**src/rtl/dist_pipe_pkg.sv**
```systemverilog
// Shared types for the distribution-datapath pipeline controller.
// State encoding, register-index width and the control output bundle.
package dist_pipe_pkg;

  localparam int DALU_LAT_DEF = 4;
  localparam int CNT_W_DEF    = 4;
  localparam int REG_W        = 5;

  typedef enum logic {
    RUN  = 1'b0,
    BUSY = 1'b1
  } state_e;

  typedef struct packed {
    logic id_ex_we;
    logic id_ex_clr;
    logic ex_mem_we;
    logic ex_mem_clr;
    logic front_stall;
    logic dalu_start;
    logic busy;
  } ctrl_out_t;

  // Both registers advance, nothing squashed.
  localparam ctrl_out_t CTRL_IDLE = '{
    id_ex_we:    1'b1,
    id_ex_clr:   1'b0,
    ex_mem_we:   1'b1,
    ex_mem_clr:  1'b0,
    front_stall: 1'b0,
    dalu_start:  1'b0,
    busy:        1'b0
  };

  // Both registers load bubbles while reset is held.
  localparam ctrl_out_t CTRL_RST = '{
    id_ex_we:    1'b1,
    id_ex_clr:   1'b1,
    ex_mem_we:   1'b1,
    ex_mem_clr:  1'b1,
    front_stall: 1'b1,
    dalu_start:  1'b0,
    busy:        1'b0
  };

endpackage

```
**src/rtl/dist_pipe_ctrl_if.sv**
```systemverilog
// Pipeline-side hazard inputs and register control outputs.
// master = pipeline datapath, slave = controller.
interface dist_pipe_ctrl_if;
  import dist_pipe_pkg::*;

  logic             id_valid;
  logic [REG_W-1:0] id_rs1;
  logic [REG_W-1:0] id_rs2;
  logic             ex_dist_op;
  logic             ex_dist_load;
  logic [REG_W-1:0] ex_rd;
  logic             flush_req;
  logic             stall_ext;

  logic id_ex_we;
  logic id_ex_clr;
  logic ex_mem_we;
  logic ex_mem_clr;
  logic front_stall;
  logic dalu_start;
  logic busy;

  modport master (
    output id_valid, id_rs1, id_rs2,
    output ex_dist_op, ex_dist_load, ex_rd,
    output flush_req, stall_ext,
    input  id_ex_we, id_ex_clr,
    input  ex_mem_we, ex_mem_clr,
    input  front_stall, dalu_start, busy
  );

  modport slave (
    input  id_valid, id_rs1, id_rs2,
    input  ex_dist_op, ex_dist_load, ex_rd,
    input  flush_req, stall_ext,
    output id_ex_we, id_ex_clr,
    output ex_mem_we, ex_mem_clr,
    output front_stall, dalu_start, busy
  );

endinterface

```
**src/rtl/dist_hazard_detect.sv**
```systemverilog
// Load-use comparator between the EX distribution load and ID sources.
// Register 0 never creates a dependency.
module dist_hazard_detect
  import dist_pipe_pkg::*;
(
  input  logic [REG_W-1:0] ex_rd,
  input  logic [REG_W-1:0] id_rs1,
  input  logic [REG_W-1:0] id_rs2,
  input  logic             ex_dist_load,
  input  logic             id_valid,
  output logic             hazard
);

  logic rd_nz;
  logic src_hit;

  // Match the load destination against either ID source.
  always_comb begin
    rd_nz   = |ex_rd;
    src_hit = (ex_rd == id_rs1) | (ex_rd == id_rs2);
    hazard  = ex_dist_load & id_valid & rd_nz & src_hit;
  end

endmodule

```
**src/rtl/dist_pipe_ctrl.sv**
```systemverilog
// Stall/flush controller for the ID/EX and EX/MEM distribution registers.
// Sequences multi-cycle DALU ops and resolves load-use, stall and flush.
module dist_pipe_ctrl
  import dist_pipe_pkg::*;
#(
  parameter int DALU_LAT = DALU_LAT_DEF,
  parameter int CNT_W    = CNT_W_DEF
) (
  input  logic               clk,
  input  logic               rst_n,
  dist_pipe_ctrl_if.slave    bus
);

  localparam logic [CNT_W-1:0] CNT_LOAD = CNT_W'(DALU_LAT - 1);
  localparam logic [CNT_W-1:0] CNT_ONE  = CNT_W'(1);

  state_e           state_q, state_d;
  logic [CNT_W-1:0] cnt_q, cnt_d;
  logic             hazard;
  ctrl_out_t        ctrl;

  dist_hazard_detect u_hazard (
    .ex_rd        (bus.ex_rd),
    .id_rs1       (bus.id_rs1),
    .id_rs2       (bus.id_rs2),
    .ex_dist_load (bus.ex_dist_load),
    .id_valid     (bus.id_valid),
    .hazard       (hazard)
  );

  // Next-state, counter and output mux; RUN cases in priority order.
  always_comb begin
    state_d = state_q;
    cnt_d   = cnt_q;
    ctrl    = CTRL_IDLE;
    if (!rst_n) begin
      ctrl    = CTRL_RST;
      state_d = RUN;
      cnt_d   = '0;
    end else begin
      unique case (state_q)
        RUN: begin
          if (bus.stall_ext) begin
            ctrl.id_ex_we    = 1'b0;
            ctrl.ex_mem_we   = 1'b0;
            ctrl.front_stall = 1'b1;
          end else if (bus.flush_req) begin
            ctrl.id_ex_clr   = 1'b1;
          end else if (bus.ex_dist_op) begin
            ctrl.dalu_start  = 1'b1;
            ctrl.id_ex_we    = 1'b0;
            ctrl.ex_mem_clr  = 1'b1;
            ctrl.front_stall = 1'b1;
            state_d          = BUSY;
            cnt_d            = CNT_LOAD;
          end else if (hazard) begin
            ctrl.id_ex_clr   = 1'b1;
            ctrl.front_stall = 1'b1;
          end
        end
        BUSY: begin
          ctrl.busy = 1'b1;
          if (cnt_q != '0) begin
            ctrl.id_ex_we    = 1'b0;
            ctrl.ex_mem_clr  = 1'b1;
            ctrl.front_stall = 1'b1;
            ctrl.ex_mem_we   = ~bus.stall_ext;
            cnt_d            = cnt_q - CNT_ONE;
          end else if (bus.stall_ext) begin
            ctrl.id_ex_we    = 1'b0;
            ctrl.ex_mem_we   = 1'b0;
            ctrl.front_stall = 1'b1;
          end else begin
            state_d = RUN;
          end
        end
        default: begin
          state_d = RUN;
          cnt_d   = '0;
        end
      endcase
    end
  end

  // State and latency counter registers.
  always_ff @(posedge clk) begin
    if (!rst_n) begin
      state_q <= RUN;
      cnt_q   <= '0;
    end else begin
      state_q <= state_d;
      cnt_q   <= cnt_d;
    end
  end

  assign bus.id_ex_we    = ctrl.id_ex_we;
  assign bus.id_ex_clr   = ctrl.id_ex_clr;
  assign bus.ex_mem_we   = ctrl.ex_mem_we;
  assign bus.ex_mem_clr  = ctrl.ex_mem_clr;
  assign bus.front_stall = ctrl.front_stall;
  assign bus.dalu_start  = ctrl.dalu_start;
  assign bus.busy        = ctrl.busy;

endmodule

```
**src/flat_wrapper.sv**
```systemverilog
// flat-port wrapper written by rule: the top's interface ports become plain ports
module dist_pipe_ctrl_flat import dist_pipe_pkg::*;
#(
  parameter int DALU_LAT = DALU_LAT_DEF,
  parameter int CNT_W    = CNT_W_DEF
)
  (clk, rst_n, bus_id_valid, bus_id_rs1, bus_id_rs2, bus_ex_dist_op, bus_ex_dist_load, bus_ex_rd, bus_flush_req, bus_stall_ext, bus_id_ex_we, bus_id_ex_clr, bus_ex_mem_we, bus_ex_mem_clr, bus_front_stall, bus_dalu_start, bus_busy);
  dist_pipe_ctrl_if bus_i ();
  input  logic clk;
  input  logic rst_n;
  input wire logic [$bits(bus_i.id_valid)-1:0] bus_id_valid;
  input wire logic [$bits(bus_i.id_rs1)-1:0] bus_id_rs1;
  input wire logic [$bits(bus_i.id_rs2)-1:0] bus_id_rs2;
  input wire logic [$bits(bus_i.ex_dist_op)-1:0] bus_ex_dist_op;
  input wire logic [$bits(bus_i.ex_dist_load)-1:0] bus_ex_dist_load;
  input wire logic [$bits(bus_i.ex_rd)-1:0] bus_ex_rd;
  input wire logic [$bits(bus_i.flush_req)-1:0] bus_flush_req;
  input wire logic [$bits(bus_i.stall_ext)-1:0] bus_stall_ext;
  output wire logic [$bits(bus_i.id_ex_we)-1:0] bus_id_ex_we;
  output wire logic [$bits(bus_i.id_ex_clr)-1:0] bus_id_ex_clr;
  output wire logic [$bits(bus_i.ex_mem_we)-1:0] bus_ex_mem_we;
  output wire logic [$bits(bus_i.ex_mem_clr)-1:0] bus_ex_mem_clr;
  output wire logic [$bits(bus_i.front_stall)-1:0] bus_front_stall;
  output wire logic [$bits(bus_i.dalu_start)-1:0] bus_dalu_start;
  output wire logic [$bits(bus_i.busy)-1:0] bus_busy;
  assign bus_i.id_valid = bus_id_valid;
  assign bus_i.id_rs1 = bus_id_rs1;
  assign bus_i.id_rs2 = bus_id_rs2;
  assign bus_i.ex_dist_op = bus_ex_dist_op;
  assign bus_i.ex_dist_load = bus_ex_dist_load;
  assign bus_i.ex_rd = bus_ex_rd;
  assign bus_i.flush_req = bus_flush_req;
  assign bus_i.stall_ext = bus_stall_ext;
  assign bus_id_ex_we = bus_i.id_ex_we;
  assign bus_id_ex_clr = bus_i.id_ex_clr;
  assign bus_ex_mem_we = bus_i.ex_mem_we;
  assign bus_ex_mem_clr = bus_i.ex_mem_clr;
  assign bus_front_stall = bus_i.front_stall;
  assign bus_dalu_start = bus_i.dalu_start;
  assign bus_busy = bus_i.busy;
  dist_pipe_ctrl #(.DALU_LAT(DALU_LAT), .CNT_W(CNT_W)) u_core (.clk(clk), .rst_n(rst_n), .bus(bus_i));
endmodule
```
**config.mk**
```make
export PLATFORM = sky130hd
export DESIGN_NAME = dist_pipe_ctrl_flat
export DESIGN_NICKNAME = d
export VERILOG_FILES = /design/src/rtl/dist_pipe_pkg.sv /design/src/rtl/dist_pipe_ctrl_if.sv /design/src/rtl/dist_hazard_detect.sv /design/src/rtl/dist_pipe_ctrl.sv /design/src/flat_wrapper.sv
export SDC_FILE = /design/constraint.sdc
export NUM_CORES = 1
export LEC_CHECK = 0
export ABC_AREA = 1
export BUFFER_PORTS_ARGS = -buffer_cell sky130_fd_sc_hd__clkbuf_2
export CAP_MARGIN = 20
export CORE_AREA = 2 2 39 41
export CTS_BUF_LIST = sky130_fd_sc_hd__clkbuf_4
export DETAILED_ROUTE_END_ITERATION = 10
export DIE_AREA = 0 0 41 43
export GPL_TIMING_DRIVEN = 0
export HOLD_SLACK_MARGIN = 0.1
export MAX_ROUTING_LAYER = met4
export PLACE_DENSITY = 0.74
export SETUP_SLACK_MARGIN = 0.1
export SLEW_MARGIN = 0
export SYNTH_ARGS = -nofsm -noshare
export SYNTH_HDL_FRONTEND = slang
export SYNTH_SLANG_ARGS = --single-unit
```
**constraint.sdc**
```tcl
create_clock -name clk -period 2.6 [get_ports clk]
set_input_delay 0.26 -clock clk [delete_from_list [all_inputs] [get_ports clk]]
set_output_delay 0.26 -clock clk [all_outputs]
set_load 0.01 [all_outputs]
```
Word level (Yosys, flattened, before mapping)
Cells that the tools add are included.

$add $sub $neg: 1. Equal/unequal tests: 6. Multiplexer cells: 33. Bitwise logic cells: 6. Reductions and logical operators: 3.

Operators with widths (number): 2-to-1 mux 1 bit (23); 2-to-1 mux 4 bit (4); == test 5 bit (2); != test 2 bit (second input constant) (4); case mux 4 bit (2 select lines) (1); 2-to-1 mux 7 bit (1); case mux 3 bit (2 select lines) (1); OR reduction 5 bit (1); case mux 1 bit (2 select lines) (2); AND reduction 4 bit (1); nonzero test 4 bit (1); subtractor 4 x 1 -> 4 bit (second input constant) (1); bitwise AND 1 bit (3); 2-to-1 mux 3 bit (1); inverter 1 bit (2); bitwise OR 1 bit (1).

Flip-flop bits (word level): 5. Input bits: 22. Output and inout port bits: 7. Logic and storage cells: 51.

Longest topological paths before layout
Depth in word-level cells: 9. Mapped depth: 10. Depth with buffers taken out: 10.

Modules after synthesis
From an unflattened synthesis, not the netlist that was laid out.

Cell total of the unflattened synthesis: 98. Area, all modules: 541.8 sq um.

Modules (own cells, without submodules): dist_pipe_ctrl (instances 1, cells an instance 53, area each 339.1 sq um, seq. area each 100.1 sq um); dist_hazard_detect (instances 1, cells an instance 45, area each 202.7 sq um, seq. area each 0.0 sq um).

Least setup slack after synthesis
OpenSTA, ideal clock, no wires.

Path type: flip-flop to output port. Start: register u_core.cnt_q[1]. End: output bus_id_ex_we. Data arrival time: 1161 ps. Required time: 2340 ps. Setup slack: 1179 ps. Cell stages (with the launch flop): 7. Path buffers: 0. Cell sequence: dfxtp_1 -> inv_1 -> ha_1 -> nand3_1 -> nand2_1 -> inv_1 -> o31ai_1.

Cells in the longest elaborated chain, start to end: 4.

RTL lines: from (decl) (line dist_pipe_ctrl.sv:18) `logic [CNT_W-1:0] cnt_q, cnt_d;`; from (signal assigned) (line dist_pipe_ctrl.sv:92) `cnt_q <= cnt_d;`; nonzero test 4 bit (line dist_pipe_ctrl.sv:63) `if (cnt_q != '0) begin`; 2-to-1 mux 1 bit (line dist_pipe_ctrl.sv:63); case mux 1 bit (2 select lines) (line dist_pipe_ctrl.sv:41) `unique case (state_q)`; 2-to-1 mux 7 bit (line dist_pipe_ctrl.sv:36) `if (!rst_n) begin`; to (decl) (line flat_wrapper.sv:19) `output wire logic [$bits(bus_i.id_ex_we)-1:0] bus_id_ex_we;`.

Every way passes these cells.

Final worst setup path
Start: register u_core.cnt_q[0]. End: output bus_id_ex_we.

The elaborated chain is that of the path after synthesis.

==> qor.yml <==
status: "finished clean"
slew_headroom_pct: 77.06
seq_area_frac_synth_pct: 18.35
slew_viol_final: 0
top_usage_layer: "met2"
grt_first_pass_wirelength_mm: 1.952
dp_hpwl_mm: 1.057
drv_cap: 0
vdd_drop_max_v: 0.0003041
die_y_um: 43
synth_mux_area_share_pct: 0
cts_tree: "yes"
setup_slack_ns: 0.8166
grt_max_degree: 10
rsz0062_at_grt: "false"
syn_nets: 127
die-area_um2: 1763
post_cts_buffers: 0
finalCritPeriodShare_pct: 68.59
core-area_um2: 1384
hold_start: "bus_stall_ext"
layout-drive-gt1-share_pct: 29.63
vias: 668
path_clk_slew_ns: 0.05
cts.path.max_buffers: 2
syn_avg_cell_area_um2: 5.245
ctsHoldBuffers: 0
ant_nets: 0
critPathRequiredTime_ns: 2.34
clock-skew-final_ns: 0.002026
via_per_inst: 4.424
avgRoutedWirePerCell_um: 8.225
ios: 29
setup_tns_ns: 0
use_met2_pct: 26.25
drc_errors: 0
numPortBuffers: 27
cp.arrival_ns: 1.52
syn_to_final_growth_pct: 33.95
p_leak_nw: 0.4648
nets: 159
setup_viol: 0
start_util_pct: 39.42
rows: 14
min_path_type: "in2reg"
drt_wl_total_mm: 1.242
drt-initial-drc-count: 8
synth_area_um2: 545.5
grt_use_total_pct: 16.19
p_per_area_nw_per_um2: 399.1
antenna_found_initial: 0
place_congestion: 0.7637
first_pass_iters: 4
synth_cell_types: 19
grt_util_met1_pct: 17.80
clock_latency_ns: 0.25
critical_path_peak_fanout: 3
grt_pass1_vias: 564
startpoint_type: "register"
globalRouteMet3Util_pct: 4.712
yosys.area_share.simple_pct: 48.17
power_w: 0.0002917
synth_top_family_by_area: "simple AND/OR/NAND/NOR gates"
root_buffer: "clkbuf_4"
num_antenna_cells: 0
preCtsSetupSlack_ns: 1.093
max_freq_mhz: 560.7
cp-startpoint: "u_core.cnt_q[0]$_SDFFE_PN0P_"
hold_violations: 0
die_w_um: 41
grt_overflow_total: 0
r2r-start: "u_core.cnt_q[0]$_SDFFE_PN0P_"
numCtsBuffers: 3
postLayoutCoreUtil_pct: 52.80
synth_warnings: 0
synth_xor_area_share_pct: 3.211
ctsResizeCount: 0
synth_compound_area_share_pct: 9.633
htreeDepth: 1
synthAdderAreaFrac_pct: 2.294
fin_crit_ns: 1.783
end_kind: "output port"
synthesis.instances: 104
worst_pin_slew_ns: 0.3440
crit_type: "reg2out"
synth-seq-cells: 5
clock_sink_count: 5
==> layout by cell type, fill, tap and decap left out, types with 2 or more instances in the layout <==
master	count
clkbuf_2	27
xnor2_1	2
inv_2	4
clkbuf_4	4
inv_1	20
nand2_1	36
nor2_1	13
dfxtp_1	5
nand3_1	6
a21oi_1	5
nor3_1	3
==> synthesized netlist by cell type, drive strengths merged <==
library cell	n	area, µm²
nand4	1	6.260
nor2	13	48.80
a21oi	5	25.02
a221oi	1	15.01
nand2	38	152.6
xnor2	2	17.52
ha	1	12.51
dfxtp	5	100.1
nand3	6	30.03
nor3	4	25.02
o21ai	1	5.000
o31ai	1	7.510
clkbuf	1	3.750
inv	25	96.34
==> logic make-up after synthesis <==
group           Yosys count
compound gates            8
buf+inv                  26
simple gates             62
xor+xnor                  2
fa+ha+maj                 1
flops                     5
==> routing by layer <==
metal  vias to the layer above  wire length, µm
met1                       262              544
li1                        376                -
met2                        27              590
met5                         -                0
met3                         3               92
met4                         0               14
==> final timing paths <==
check	endpoint	slack [ns]	cells past startpoint
min reg2reg	u_core.cnt_q[1]$_SDFFE_PN0P_	0.49	2
max reg2reg	u_core.cnt_q[1]$_SDFFE_PN0P_	1.35	7
min	u_core.state_q$_SDFF_PN0_	0.32	3
max	bus_id_ex_we	0.82	7
==> stage by stage <==
| step | instance area [µm²] | hold WS, ns | cells |
|---|---|---|---|
| global route | 730.7 | 0.3406 | 151 |
| floorplan | 545.5 | 0.4225 | 104 |
| CTS | 730.7 | 0.3211 | 151 |
| finish | 730.7 | 0.3241 | 151 |
| global placement | 700.7 | 0.4900 | 147 |
| detailed placement | 700.7 | 0.4957 | 147 |
==> report_power, final <==
part	switching, W	total [W]	internal (W)	leakage, nW
Sequential	0.00000481	0.0000882	0.0000834	0.0409
Combinational	0.0000559	0.0000984	0.0000425	0.405
Clock	0.0000363	0.000105	0.0000687	0.0184
Total	0.0000971	0.000292	0.000195	0.465
==> flip-flops by register name, summed over array words and instances, names as in the netlist <==
name,flops
u_core.state_q,1
u_core.cnt_q,4
==> worst max-delay path, cell delays in order, from the launching register on <==
cell and delay (ns):
dfxtp_1 0.31, inv_1 0.08, ha_1 0.19, nand3_1 0.09, nand2_1 0.13, inv_1 0.10
o31ai_1 0.20, clkbuf_2 0.17
==> cell type report <==
class                      count  area (µm²)
fill                         164       653.1
buffer                         1       3.754
multi-input combinational     73       345.3
tap                           16       20.02
inverter                      25       96.34
timing repair buffer          27       135.1
sequential                     5       100.1
clock buffer                   4       30.03
Note: power is estimated with default switching activity, not from simulation.
